==> src/rtl/ecg_pkg.sv <==
// Shared widths, detector state encoding and the BPM numerator helper
// for the ECG R-peak / R-R interval detector.
package ecg_pkg;

  localparam int SAMPLE_W = 16;
  localparam int CNT_W    = 13;
  localparam int BPM_W    = 8;
  localparam int DIV_W    = 16;

  typedef enum logic [1:0] {
    BELOW    = 2'd0,
    ABOVE    = 2'd1,
    REFRACT  = 2'd2,
    ARTIFACT = 2'd3
  } det_state_e;

  // Samples per minute: the dividend that turns an R-R interval into BPM.
  function automatic logic [DIV_W-1:0] bpm_num(input int fs_hz);
    int prod;
    prod = 32'sd60 * fs_hz;
    return prod[DIV_W-1:0];
  endfunction

endpackage

==> src/rtl/ecg_bpm_divider.sv <==
// Sequential restoring divider: NUM / divisor, one quotient bit per clock,
// result clamped to 8 bits. A start while busy restarts with the new divisor.
module ecg_bpm_divider
  import ecg_pkg::*;
#(
  parameter logic [DIV_W-1:0] NUM = 16'd30000
) (
  input  logic             clk_in,
  input  logic             reset,
  input  logic             start,
  input  logic [CNT_W-1:0] divisor,
  output logic             busy,
  output logic             done,
  output logic [BPM_W-1:0] quotient
);

  localparam logic [DIV_W-1:0] BPM_MAX = 16'd255;

  logic             busy_q, busy_d;
  logic             done_q, done_d;
  logic [4:0]       cnt_q, cnt_d;
  logic [DIV_W-1:0] rem_q, rem_d;
  logic [DIV_W-1:0] quo_q, quo_d;
  logic [CNT_W-1:0] div_q, div_d;
  logic [BPM_W-1:0] res_q, res_d;
  logic [DIV_W:0]   rem_sh, div_ext;
  logic [DIV_W-1:0] quo_sh, trial;

  always_comb begin
    busy_d  = busy_q;
    done_d  = 1'b0;
    cnt_d   = cnt_q;
    rem_d   = rem_q;
    quo_d   = quo_q;
    div_d   = div_q;
    res_d   = res_q;
    rem_sh  = {rem_q, quo_q[DIV_W-1]};
    quo_sh  = {quo_q[DIV_W-2:0], 1'b0};
    div_ext = {{(DIV_W+1-CNT_W){1'b0}}, div_q};
    // The true difference is below the divisor, so the low bits are exact.
    trial   = rem_sh[DIV_W-1:0] - div_ext[DIV_W-1:0];
    if (start) begin
      busy_d = 1'b1;
      cnt_d  = 5'd16;
      rem_d  = {DIV_W{1'b0}};
      quo_d  = NUM;
      div_d  = divisor;
    end else if (busy_q) begin
      if (rem_sh >= div_ext) begin
        rem_d = trial;
        quo_d = {quo_sh[DIV_W-1:1], 1'b1};
      end else begin
        rem_d = rem_sh[DIV_W-1:0];
        quo_d = quo_sh;
      end
      cnt_d = cnt_q - 5'd1;
      if (cnt_q == 5'd1) begin
        busy_d = 1'b0;
        done_d = 1'b1;
        res_d  = (quo_d > BPM_MAX) ? 8'hFF : quo_d[BPM_W-1:0];
      end else begin
        busy_d = 1'b1;
      end
    end else begin
      busy_d = 1'b0;
    end
  end

  always_ff @(posedge clk_in) begin
    if (reset) begin
      busy_q <= 1'b0;
      done_q <= 1'b0;
      cnt_q  <= 5'd0;
      rem_q  <= {DIV_W{1'b0}};
      quo_q  <= {DIV_W{1'b0}};
      div_q  <= {CNT_W{1'b0}};
      res_q  <= {BPM_W{1'b0}};
    end else begin
      busy_q <= busy_d;
      done_q <= done_d;
      cnt_q  <= cnt_d;
      rem_q  <= rem_d;
      quo_q  <= quo_d;
      div_q  <= div_d;
      res_q  <= res_d;
    end
  end

  assign busy     = busy_q;
  assign done     = done_q;
  assign quotient = res_q;

endmodule

==> src/rtl/ecg_rpeak_rr_detector.sv <==
// R-peak detector: threshold crossing with max tracking, refractory hold-off,
// over-wide excursion rejection, R-R interval measurement and BPM conversion.
module ecg_rpeak_rr_detector
  import ecg_pkg::*;
#(
  parameter int FS_HZ     = 500,
  parameter int MAX_WIDTH = 100
) (
  input  logic                clk_in,
  input  logic                reset,
  input  logic                sample_valid,
  input  logic [SAMPLE_W-1:0] sample,
  input  logic [SAMPLE_W-1:0] threshold,
  input  logic [CNT_W-1:0]    refractory_samples,
  output logic                peak_pulse,
  output logic [CNT_W-1:0]    rr_interval,
  output logic                rr_valid,
  output logic [BPM_W-1:0]    bpm,
  output logic                bpm_valid,
  output logic                artifact,
  output logic                no_beat
);

  localparam int               WID_W   = 16;
  localparam logic [CNT_W-1:0] CNT_SAT = {CNT_W{1'b1}};
  localparam logic [WID_W-1:0] WID_MAX = WID_W'(MAX_WIDTH);
  localparam logic [DIV_W-1:0] NUM     = bpm_num(FS_HZ);

  det_state_e          state_q, state_d;
  logic [CNT_W-1:0]    since_peak_q, since_peak_d;
  logic                have_ref_q, have_ref_d;
  logic                no_beat_q, no_beat_d;
  logic [SAMPLE_W-1:0] max_val_q, max_val_d;
  logic [CNT_W-1:0]    max_off_q, max_off_d;
  logic [WID_W-1:0]    width_q, width_d;
  logic [CNT_W-1:0]    refr_q, refr_d;
  logic                peak_pulse_q, peak_pulse_d;
  logic [CNT_W-1:0]    rr_interval_q, rr_interval_d;
  logic                rr_valid_q, rr_valid_d;
  logic                artifact_q, artifact_d;
  logic [CNT_W-1:0]    snew;
  logic                above;
  logic                div_busy, div_done;

  always_comb begin
    state_d       = state_q;
    since_peak_d  = since_peak_q;
    have_ref_d    = have_ref_q;
    no_beat_d     = no_beat_q;
    max_val_d     = max_val_q;
    max_off_d     = max_off_q;
    width_d       = width_q;
    refr_d        = refr_q;
    rr_interval_d = rr_interval_q;
    peak_pulse_d  = 1'b0;
    rr_valid_d    = 1'b0;
    artifact_d    = 1'b0;
    snew  = (since_peak_q == CNT_SAT) ? CNT_SAT : since_peak_q + 13'd1;
    above = (sample >= threshold);
    if (sample_valid) begin
      since_peak_d = snew;
      if (snew == CNT_SAT) begin
        no_beat_d  = 1'b1;
        have_ref_d = 1'b0;
      end else begin
        no_beat_d  = no_beat_q;
      end
      case (state_q)
        BELOW: begin
          if (above) begin
            state_d   = ABOVE;
            max_val_d = sample;
            max_off_d = snew;
            width_d   = 16'd1;
          end else begin
            state_d   = BELOW;
          end
        end
        ABOVE: begin
          if (above) begin
            if (width_q >= WID_MAX) begin
              state_d    = ARTIFACT;
              artifact_d = 1'b1;
            end else if (sample > max_val_q) begin
              width_d   = width_q + 16'd1;
              max_val_d = sample;
              max_off_d = snew;
            end else begin
              width_d   = width_q + 16'd1;
            end
          end else begin
            // Peak accepted: restart the interval count from the maximum.
            peak_pulse_d = 1'b1;
            if (have_ref_q) begin
              rr_interval_d = max_off_q;
              rr_valid_d    = 1'b1;
            end else begin
              rr_interval_d = rr_interval_q;
            end
            since_peak_d = snew - max_off_q;
            have_ref_d   = 1'b1;
            no_beat_d    = 1'b0;
            refr_d       = refractory_samples;
            state_d      = (refractory_samples == 13'd0) ? BELOW : REFRACT;
          end
        end
        REFRACT: begin
          refr_d  = refr_q - 13'd1;
          state_d = (refr_q == 13'd1) ? BELOW : REFRACT;
        end
        ARTIFACT: begin
          state_d = above ? ARTIFACT : BELOW;
        end
        default: begin
          state_d = BELOW;
        end
      endcase
    end else begin
      state_d = state_q;
    end
  end

  always_ff @(posedge clk_in) begin
    if (reset) begin
      state_q       <= BELOW;
      since_peak_q  <= {CNT_W{1'b0}};
      have_ref_q    <= 1'b0;
      no_beat_q     <= 1'b0;
      max_val_q     <= {SAMPLE_W{1'b0}};
      max_off_q     <= {CNT_W{1'b0}};
      width_q       <= {WID_W{1'b0}};
      refr_q        <= {CNT_W{1'b0}};
      peak_pulse_q  <= 1'b0;
      rr_interval_q <= {CNT_W{1'b0}};
      rr_valid_q    <= 1'b0;
      artifact_q    <= 1'b0;
    end else begin
      state_q       <= state_d;
      since_peak_q  <= since_peak_d;
      have_ref_q    <= have_ref_d;
      no_beat_q     <= no_beat_d;
      max_val_q     <= max_val_d;
      max_off_q     <= max_off_d;
      width_q       <= width_d;
      refr_q        <= refr_d;
      peak_pulse_q  <= peak_pulse_d;
      rr_interval_q <= rr_interval_d;
      rr_valid_q    <= rr_valid_d;
      artifact_q    <= artifact_d;
    end
  end

  ecg_bpm_divider #(
    .NUM (NUM)
  ) u_div (
    .clk_in   (clk_in),
    .reset    (reset),
    .start    (rr_valid_q),
    .divisor  (rr_interval_q),
    .busy     (div_busy),
    .done     (div_done),
    .quotient (bpm)
  );

  assign peak_pulse  = peak_pulse_q;
  assign rr_interval = rr_interval_q;
  assign rr_valid    = rr_valid_q;
  assign bpm_valid   = div_done & ~div_busy;
  assign artifact    = artifact_q;
  assign no_beat     = no_beat_q;

endmodule

==> config.mk <==
export PLATFORM = sky130hd
export DESIGN_NAME = ecg_rpeak_rr_detector
export DESIGN_NICKNAME = d
export VERILOG_FILES = /design/src/rtl/ecg_pkg.sv /design/src/rtl/ecg_bpm_divider.sv /design/src/rtl/ecg_rpeak_rr_detector.sv
export SDC_FILE = /design/constraint.sdc
export NUM_CORES = 1
export LEC_CHECK = 0
export CORE_AREA = 2 2 123 154
export CTS_CLUSTER_SIZE = 20
export DETAILED_ROUTE_END_ITERATION = 16
export DIE_AREA = 0 0 125 156
export GPL_TIMING_DRIVEN = 0
export MAX_ROUTING_LAYER = met4
export PLACE_DENSITY = 0.71
export RECOVER_POWER = 100
export SLEW_MARGIN = 15
export SYNTH_ARGS = -nofsm -noshare
export SYNTH_HDL_FRONTEND = slang
export SYNTH_SLANG_ARGS = --single-unit
==> constraint.sdc <==
create_clock -name clk_in -period 6.9 [get_ports clk_in]
set_input_delay 0.69 -clock clk_in [delete_from_list [all_inputs] [get_ports clk_in]]
set_output_delay 0.69 -clock clk_in [all_outputs]
set_load 0.1 [all_outputs]
==> results by stage <==
Outcome:
- The flow ran to the end, and the final reports show no timing, DRC or antenna violations.

Clocking:
- The cell sitting at the root of the clock tree is a sky130_fd_sc_hd__clkbuf_16.
- Once the clock tree was built, the resizer swapped 0 gates to a different size.
- Counting the buffers created by CTS gives 17.
- For the worst-skew pair, the clock arrives at the later sink with an insertion delay of 0.43 ns.
- The number of H-tree levels is 4.
- The count of clock tree sinks is 151.
- The maximum buffer depth of the clock tree is 2.
- The number of hold buffers added after CTS was 0.
- After clock tree synthesis, the clock-pin slew on the worst setup and hold paths is 0.07 ns.
- TritonCTS built the clock tree.
- The number of setup buffers added after CTS is 0.

Pwr:
- Of the total power, combinational logic draws 16.4%.
- The sequential fraction of design power is 41.4%.
- After layout, the design draws a total of 2.210 mW.
- Cell internal power was estimated by the tool at 1.562 mW.
- Net switching is 29.30% of the power.
- Dividing total power by cell area gives a power density of 214.3 mW/mm2.
- Summed over all cells, the static leakage comes to 4.172 nW.
- Across the VDD grid, the largest voltage drop is 0.1813 mV.
- The clock network accounts for 42.2% of the total power.
- The switching component of the power is 647.4 uW.

Global route:
- The global-route total usage across every layer is 23.61%.
- Entering global routing, the biggest net connects 17 pins.
- The first global-routing pass estimated 37.01 mm of wire.
- The total congestion overflow after global routing is 0.
- The initial antenna violation count came to 0.
- The via count of the first global-routing pass came to 7709.

Die:
- The core region is 0.01803 mm2.
- The die is 156 um tall.
- The initial cell density of the core is 49.12%.
- 74 I/O pins were placed.
- The die span in x is 125 um.
- The floorplan step defined a die boundary enclosing 0.01950 mm2.
- The number of core rows is 55.

Yosys:
- The cell area that synthesis handed to floorplanning was 0.008856 mm2.
- For this run, the leading register cell type out of synthesis is sky130_fd_sc_hd__dfxtp_1.
- Synthesis instantiated 77 different standard cells from the library.
- The net count of the mapped netlist is 1168.
- Counting flops with a built-in enable in the synthesized netlist gives 0.
- Counting every instance in the synthesized netlist gives 1054.
- The synthesis warning total is 0.
- After synthesis, flip-flops and latches occupy 34.13% of the total area.
- The mean area per synthesized cell is 8.402 um2.
- The async set-reset flop share out of synthesis is 0%.
- Synthesis inferred 151 register bits.

STA:
- The tightest hold path in the finished design has a slack of 0.4667 ns.
- The total negative slack for setup checks is 0 ns.
- Setup repair after global routing left no endpoint under its margin.
- Setup violations remaining at the end of the flow were counted as 0.
- Across the routed clock network, the largest skew measured is 0.01011 ns.
- The pin slew with the least headroom to its limit is 1.260 ns.
- The period utilization is 62.50%.
- After layout, the minimum clock period comes to 4.312 ns.
- The number of endpoints with negative hold slack in the final report came to 0.
- Static timing analysis puts the maximum clock frequency at 0.2319 GHz.
- The final count of pins violating max slew is 0.
- The headroom to the max-slew limit is 15.80%.

Final layout:
- The number of inserted filler cells in the final layout is 1739.
- After the last flow step, the layout net total stands at 1259.
- The proportion of layout cells with a drive suffix above 1 is 4.836%.
- The synthesis-to-layout area growth is 16.45%.
- For this run, the share of the core covered by cells in the final layout is 57.20%.
- The repair_antennas step left the layout with diodes totalling 0.

Hold path:
- The worst min-delay path category is flop to flop.

Placed design:
- The number of port buffers is 72.
- The detailed placer's ending HPWL is 16.30 mm.
- The final estimated routing congestion in global placement is 0.8799.

Setup path:
- The class of the most critical setup path is input port to flop.
- The maximum fanout count along the critical path is 10.
- The nature of the critical path startpoint is an input port.
- STA puts the critical path data arrival time at 4.62 ns.
- The sort of element at the end of the critical path is a flop.
- STA puts the critical path data required time at 7.21 ns.

Drt:
- The count of nets left with antenna violations after detail routing is 0.
- The number of remaining DRC errors is 0.
- Dividing the detail-routed wire length by the instance count gives 15.77 um.
- The post-detailed-route via-to-cell ratio is 5.654.
- The first routing iteration left 492 violations.
- The pre-antenna-repair detailed-routing pass consisted of 5 iterations.
- The total number of vias is 7837.
- The total routed wirelength is 21.86 mm.

Flow run:
- The tool flagged a number of max-cap violations equal to 0.
area by class of cell:
class                           count  area, um2  share of cell area, %
Buffer                             49      224.0                  2.172
Clock inverter                     15      158.9                  1.541
Timing Repair Buffer               72      720.7                  6.989
Multi-Input combinational cell    777       5186                  50.29
Sequential cell                   151       3023                  29.31
Tap cell                          228      285.3                  2.766
Inverter                           77      289.0                  2.803
Clock buffer                       17      425.4                  4.125
worst max-delay path, cell delays in order:
cell and delay (ns):
sky130_fd_sc_hd__dlygate4sd3_1 0.56, sky130_fd_sc_hd__inv_1 0.07, sky130_fd_sc_hd__ha_1 0.28, sky130_fd_sc_hd__or3b_1 0.37, sky130_fd_sc_hd__o211ai_1 0.09, sky130_fd_sc_hd__a2111oi_0 0.16, sky130_fd_sc_hd__a21o_1 0.21, sky130_fd_sc_hd__clkbuf_1 0.22
sky130_fd_sc_hd__nor4_1 1.02, sky130_fd_sc_hd__clkbuf_1 0.61, sky130_fd_sc_hd__mux2i_1 0.28, sky130_fd_sc_hd__nor2_1 0.05
cell usage in the layout (no fill, tap or decap), drive strengths merged, types with 34 or more instances in the layout:
master / n
mux2i: 66
nor2: 139
inv: 85
nand2: 75
o21ai: 51
clkdlybuf4s50: 44
dfxtp: 151
clkbuf: 61
ha: 64
nor3: 34
a21oi: 61
power groups by stage:
stage / sequential (mW) / combinational, mW / clock (mW)
6_report: 0.915 / 0.362 / 0.932
5_1_grt: 0.918 / 0.405 / 0.980
4_1_cts: 0.915 / 0.372 / 0.945
3_5_place_dp: 0.934 / 0.369 / 0
3_3_place_gp: 0.934 / 0.365 / 0
2_1_floorplan: 0.930 / 0.267 / 0
registers in the layout, summed over array words and instances, names as in the netlist, 8 cells and up:
name	count
rr_interval	13
max_off_q	13
max_val_q	16
refr_q	13
u_div.quo_q	16
since_peak_q	13
u_div.rem_q	16
width_q	16
u_div.quotient	8
u_div.div_q	13
final timing paths:
path                                 startpoint               end  slack [ns]  depth (start not counted)
worst max-delay path                  sample[0]    rr_interval[6]        2.59                         12
worst min-delay path                    no_beat           no_beat        0.47                          1
worst max register to register  since_peak_q[0]  since_peak_q[12]        2.82                         16
worst min register to register          no_beat           no_beat        0.47                          1
routing by layer:
| metal | GRT usage (%) | up-vias | routed length, um | part of all wire, % |
|---|---|---|---|---|
| met3 | 4.047 | 31 | 847 | 3.9 |
| li1 | - | 3932 | - | - |
| met5 | - | - | 0 | 0 |
| met2 | 41.49 | 183 | 11040 | 51 |
| met4 | 7.831 | 0 | 361 | 1.7 |
| met1 | 27.40 | 3691 | 9608 | 44 |
Yosys cell counts, drive strengths merged (5+ instances only):
cell,number,share of area (%)
dfxtp,151,34
nor2,139,5.9
inv,77,3.3
nand2,75,3.2
mux2i,66,7.5
ha,64,9.0
a21oi,61,3.6
o21ai,51,3.0
nor3,34,2.1
clkbuf,27,1.3
a211oi,26,2.7
nand3,24,1.4
buf,21,1.7
o21a,20,1.7
xnor2,18,1.8
nor2b,17,1.2
xor2,16,1.6
nand4,15,1.1
nor4,15,1.2
a31oi,10,0.71
a311oi,9,0.96
and3,9,0.64
a21o,8,0.68
nor3b,7,0.65
o31ai,7,0.59
nand2b,6,0.42
or3,6,0.42
and4,5,0.49
o2111ai,5,0.57
o211ai,5,0.48
logic make-up after synthesis:
family | after synthesis | share of synthesized area [%]
AND/OR/NAND/NOR | 376 | 20.80
adder cells (fa/ha/maj) | 66 | 9.494
buffers and inverters | 126 | 6.598
flip-flops | 151 | 34.13
XOR/XNOR | 34 | 3.362
AO/OA/AOI/OAI | 233 | 17.90
multiplexers | 68 | 7.714
per-stage QoR:
step / setup slack [ns] / cells / instance area, um2
finish: 2.588 / 1386 / 10310
global route: 2.340 / 1386 / 10310
CTS: 2.879 / 1386 / 10450
detailed placement: 2.926 / 1354 / 9862
global placement: 2.990 / 1354 / 9862
floorplan: 3.587 / 1054 / 8856
No activity file was read; power rests on OpenSTA's default activity.
